File: config.mk
export PLATFORM = sky130hd
export DESIGN_NAME = dmem_access_unit
export DESIGN_NICKNAME = d
export VERILOG_FILES = /design/src/rtl/cpu_pkg.sv /design/src/rtl/load_align.sv /design/src/rtl/dmem_access_unit.sv
export SDC_FILE = /design/constraint.sdc
export NUM_CORES = 1
export LEC_CHECK = 0
export CORE_ASPECT_RATIO = 1.4
export CORE_MARGIN = 1.5
export CORE_UTILIZATION = 44
export CTS_CLUSTER_SIZE = 14
export DETAILED_ROUTE_END_ITERATION = 16
export HOLD_SLACK_MARGIN = 0.08
export PLACE_DENSITY_LB_ADDON = 0.15
export SETUP_SLACK_MARGIN = 0.02
export SLEW_MARGIN = 15
export SYNTH_ARGS = -nofsm -noshare
export SYNTH_HDL_FRONTEND = slang
export SYNTH_SLANG_ARGS = --single-unit
File: constraint.sdc
create_clock -name clk_i -period 1.87 [get_ports clk_i]
set_input_delay 0.374 -clock clk_i [delete_from_list [all_inputs] [get_ports clk_i]]
set_output_delay 0.374 -clock clk_i [all_outputs]
set_load 0.01 [all_outputs]
File: src/rtl/cpu_pkg.sv
// cpu_pkg: shared funct3 codes, byte-enable patterns and FSM state for the MEM stage
package cpu_pkg;
  localparam logic [2:0] F3_B  = 3'b000;
  localparam logic [2:0] F3_H  = 3'b001;
  localparam logic [2:0] F3_W  = 3'b010;
  localparam logic [2:0] F3_BU = 3'b100;
  localparam logic [2:0] F3_HU = 3'b101;
  localparam logic [3:0] BE_B   = 4'b0001;
  localparam logic [3:0] BE_HLO = 4'b0011;
  localparam logic [3:0] BE_HHI = 4'b1100;
  localparam logic [3:0] BE_W   = 4'b1111;
  typedef enum logic [1:0] {IDLE, REQ, DONE} state_e;
  function automatic logic is_byte(input logic [2:0] f);
    return f == F3_B || f == F3_BU;
  endfunction
  function automatic logic is_half(input logic [2:0] f);
    return f == F3_H || f == F3_HU;
  endfunction
endpackage

File: src/rtl/load_align.sv
// load_align: picks the addressed byte/halfword of a read word and sign/zero-extends it
module load_align
  import cpu_pkg::*;
(
  input  logic [31:0] rdata_i,
  input  logic [1:0]  off_i,
  input  logic [2:0]  funct3_i,
  output logic [31:0] data_o
);
  logic [7:0]  byte_v;
  logic [15:0] half_v;
  logic        sx;
  always_comb begin
    byte_v = off_i[1] ? (off_i[0] ? rdata_i[31:24] : rdata_i[23:16])
                      : (off_i[0] ? rdata_i[15:8]  : rdata_i[7:0]);
    half_v = off_i[1] ? rdata_i[31:16] : rdata_i[15:0];
    sx     = !funct3_i[2];
    data_o = is_byte(funct3_i) ? {{24{sx & byte_v[7]}}, byte_v} :
             is_half(funct3_i) ? {{16{sx & half_v[15]}}, half_v} : rdata_i;
  end
endmodule

File: src/rtl/dmem_access_unit.sv
// dmem_access_unit: MEM-stage load/store controller driving a req/ack data-memory port and stalling the pipeline
module dmem_access_unit
  import cpu_pkg::*;
#(
  parameter int ADDR_WIDTH = 32
) (
  input  logic                  clk_i,
  input  logic                  rst_i,
  input  logic                  MemRead_in,
  input  logic                  MemWrite_in,
  input  logic [2:0]            funct3_in,
  input  logic [ADDR_WIDTH-1:0] addr_in,
  input  logic [31:0]           wdata_in,
  output logic                  mem_req_o,
  output logic                  mem_we_o,
  output logic [ADDR_WIDTH-1:0] mem_addr_o,
  output logic [3:0]            mem_be_o,
  output logic [31:0]           mem_wdata_o,
  input  logic                  mem_ack_i,
  input  logic [31:0]           mem_rdata_i,
  output logic                  stall_o,
  output logic [31:0]           read_addr_data_o,
  output logic                  misaligned_o
);
  state_e                state_q;
  logic                  req_q, we_q;
  logic [ADDR_WIDTH-1:0] addr_q;
  logic [3:0]            be_q, be_d;
  logic [31:0]           wdata_q, wdata_d, rdata_q, ld_data;
  logic [1:0]            off_q;
  logic [2:0]            f3_q;
  logic                  isb, ish, acc, mis, go;
  always_comb begin
    isb          = is_byte(funct3_in);
    ish          = is_half(funct3_in);
    acc          = MemRead_in | MemWrite_in;
    mis          = ish ? addr_in[0] : (!isb && addr_in[1:0] != 2'b00);
    go           = state_q == IDLE && acc && !mis;
    stall_o      = go || state_q == REQ;
    misaligned_o = state_q == IDLE && acc && mis;
    be_d         = !MemWrite_in ? BE_W :
                   isb ? BE_B << addr_in[1:0] :
                   ish ? (addr_in[1] ? BE_HHI : BE_HLO) : BE_W;
    wdata_d      = isb ? {4{wdata_in[7:0]}} : ish ? {2{wdata_in[15:0]}} : wdata_in;
  end
  load_align u_align (
    .rdata_i  (mem_rdata_i),
    .off_i    (off_q),
    .funct3_i (f3_q),
    .data_o   (ld_data)
  );
  // DONE always returns to IDLE, so the still-visible EX/MEM request cannot re-trigger
  always_ff @(posedge clk_i or negedge rst_i) begin
    if (!rst_i) begin
      state_q <= IDLE;
      req_q   <= 1'b0;
      we_q    <= 1'b0;
      addr_q  <= '0;
      be_q    <= '0;
      wdata_q <= '0;
      rdata_q <= '0;
      off_q   <= '0;
      f3_q    <= '0;
    end else begin
      case (state_q)
        IDLE: if (go) begin
          state_q <= REQ;
          req_q   <= 1'b1;
          we_q    <= MemWrite_in;
          addr_q  <= {addr_in[ADDR_WIDTH-1:2], 2'b00};
          be_q    <= be_d;
          wdata_q <= wdata_d;
          off_q   <= addr_in[1:0];
          f3_q    <= funct3_in;
        end
        REQ: if (mem_ack_i) begin
          state_q <= DONE;
          req_q   <= 1'b0;
          if (!we_q) rdata_q <= ld_data;
        end
        default: state_q <= IDLE;
      endcase
    end
  end
  assign mem_req_o        = req_q;
  assign mem_we_o         = we_q;
  assign mem_addr_o       = addr_q;
  assign mem_be_o         = be_q;
  assign mem_wdata_o      = wdata_q;
  assign read_addr_data_o = rdata_q;
endmodule

==> impl_metrics.toml <==
[run_status]
status = "complete, no violations"

[yosys]
avgSynthCellArea_um2 = 11.0
synthCells = 468
synth-main-ff-cell = "dfrtp_1"
synth.yosys.seq_area_share = 0.519
synthTopCellsByCount = "dfrtp_1, nand2_1, nand3_1"
synth_top_area_frac = 0.519
synth-edff-count = 0
async_reset_ff_frac = 1.00
synth_top_cell_by_area = "dfrtp_1"
netlist_area_mm2 = 0.00516
synthTopCellsByArea = "dfrtp_1, mux2_2, mux2i_1"
synth_most_common_cell = "dfrtp_1"
ys_seq_elements = 107
synth_cell_types = 44
ys_warn_count = 0

[routing]
wl_met3_um = 980
wl_per_cell_um = 17.5
route.met2.wl_um = 7870
postRouteWirelength_um = 14500
highest_layer = "met4"
drc = 0
viasPerCell = 5.35
dr.pass1.iters = 4
vias = 4449
drt_iter0_markers = 126
antenna_left = 0
m1WireLength_um = 5280

[placed_design]
numPortBuffers = 205
pre_cts_slack_ns = -0.332
post-dp-hpwl_um = 11000
finalWeightedCongestion = 0.860

[min_path]
hold_path_class = "reg -> reg"

[finish]
fillers = 893
fin_util = 0.685
area_growth_pct = 51.1
regArea_mm2 = 0.00268
drive_gt1_frac = 0.150
fin_nets = 787
n_antenna_cell = 0
multi_input_area_mm2 = 0.00225

[sta]
hold_viol = 0
max_freq_mhz = 572
skew_ns = 0.00560
setup_viol_count_final = 0
fin_crit_sh = 0.934
finalCriticalPeriod_ns = 1.75
worst_pin_slew_ns = 0.579
maxSlewViolCount = 0
rsz0062_at_grt = "no"
layout_setup_ws_ns = 0.123
relSlewSlack = 0.613

[global_routing]
track_usage = 0.241
grt_pass1_vias = 4612
antenna_found_initial = 0
grt_remaining_overflow = 0
grt_max_degree = 83
grt_pass1_wl_um = 23200

[floorplan]
die_x_um = 94.6
initial_utilization = 0.453
fp.dieArea_mm2 = 0.0124
io_pins = 208
fp.coreArea_mm2 = 0.0114
rows = 46
dieHeight_um = 131

[setup_path]
cp_data_arrival_time_ns = 1.98
max_stage_delay_ns = 0.48
endpoint_kind = "register"
path_max_fanout = 82
crit_path_cell_trace = "clkdlybuf4s50_1, nand2_1, o2111ai_4, buf_4, buf_12, mux2_2"
r2r_slack_ns = 0.17
timing_worst_setup_path_type = "in -> reg"
slowest_stage = "clkdlybuf4s50_1"
critPathRequiredTime_ns = 2.10
cp-start-kind = "input pin"

[clock_network]
cts_max_level = 3
cts_tree = "yes"
clk_latency_ns = 0.35
clockRootBuffer = "clkbuf_16"
cts.path.max_buffers = 2
cts_made_buffers = 9
clkTransAtPathRegs_ns = 0.07
cts_sinks = 107

[flow_run]
maxCapViolCount = 0

[power_and_ir_drop]
fin_total_pwr_w = 0.0110
p_per_area_mw_per_mm2 = 1410
vdd_drop_max_uv = 602
leakagePower_nw = 3.35
==> sequential cells by signal, indices dropped and copies added (netlist names) <==
signal,cells
read_addr_data_o,32
mem_wdata_o,32
mem_be_o,4
mem_addr_o,30
mem_we_o,1
mem_req_o,1
f3_q,3
state_q,2
off_q,2
==> worst max-delay path, delay by kind of cell <==
| family | cells | cell delay [ns] |
|---|---|---|
| AOI/OAI and AO/OA | 1 | 0.12 |
| muxes | 1 | 0.38 |
| and+or+nand+nor | 1 | 0.11 |
| buffers and inverters | 3 | 0.95 |
==> path summary, 6_finish.rpt <==
| path | cells past startpoint | endpoint | startpoint |
|---|---|---|---|
| worst min-delay path | 2 | mem_wdata_o[11] | mem_wdata_o[11] |
| worst max register to register | 5 | read_addr_data_o[15] | off_q[1] |
| min in group asynchronous | 2 | read_addr_data_o[2] | rst_i |
| worst min register to register | 2 | mem_wdata_o[11] | mem_wdata_o[11] |
| max in group asynchronous | 3 | read_addr_data_o[5] | rst_i |
| worst max-delay path | 6 | mem_addr_o[19] | funct3_in[0] |
==> cells in the final DEF (no fill, tap or decap), types with 2 or more instances in the layout <==
cell             instances
a2111oi_1                4
a21oi_1                 20
a22o_1                   7
a22oi_1                  7
a31oi_1                  6
buf_12                   4
buf_4                   30
bufinv_16                2
clkbuf_16                9
clkdlybuf4s50_1        200
conb_1                   2
dfrtp_1                106
inv_1                    3
mux2_1                  11
mux2_2                  32
mux2_4                   9
mux2i_1                 29
nand2_1                 51
nand2b_1                 2
nand3_1                 36
nand3b_1                 5
nor2_1                  32
nor2_4                   2
nor2b_1                  5
nor3_1                   2
o2111ai_4                2
o21ai_0                 34
o21ai_1                  2
o221ai_1                 3
or4_1                    3
or4b_1                   4
==> power by group <==
group | switching (W) | internal (W)
sequential | 0.000639 | 0.00330
combinational | 0.00213 | 0.00286
clock | 0.000854 | 0.00122
==> area by class of cell <==
class | count | share of cell area
multi-input combinational | 322 | 0.288
clock inverter | 5 | 0.0109
inverter | 4 | 0.00225
timing repair buffer | 239 | 0.301
sequential | 107 | 0.343
clock buffer | 11 | 0.0311
tap | 144 | 0.0231
==> cells by family (layout without fill, tap and decap cells) <==
kind of cell | Yosys count | in the layout | synth area share
AOI/OAI and AO/OA | 90 | 90 | 0.117
buffers and inverters | 40 | 259 | 0.0475
DFF | 107 | 107 | 0.519
muxes | 81 | 81 | 0.176
other | 1 | 2 | 0.000726
and+or+nand+nor | 149 | 149 | 0.141
==> layer usage <==
layer,global-route usage,vias to the layer above
met1,0.260,2165
met3,0.0602,27
met5,0,-
met2,0.438,169
li1,-,2088
met4,0.0970,0
==> through the flow <==
stage / TNS, ns / hold slack, ns / area, um^2 / instances
2_1_floorplan: 0 / 0.0784 / 5170 / 469
3_3_place_gp: -11.93 / 0.326 / 7470 / 815
3_5_place_dp: -14.34 / 0.327 / 7470 / 815
4_1_cts: 0 / 0.486 / 7800 / 832
5_1_grt: 0 / 0.507 / 7800 / 832
6_report: 0 / 0.479 / 7800 / 832
==> timing repair <==
action,4_1_cts,5_1_grt
buffers inserted,0,0
hold endpoints to repair,26,0
pin swaps,1,0
cloned,0,0
gates resized for setup,8,3
setup endpoints to repair,2,16
hold buffers,1,0
No activity file was read; power rests on OpenSTA's default activity.
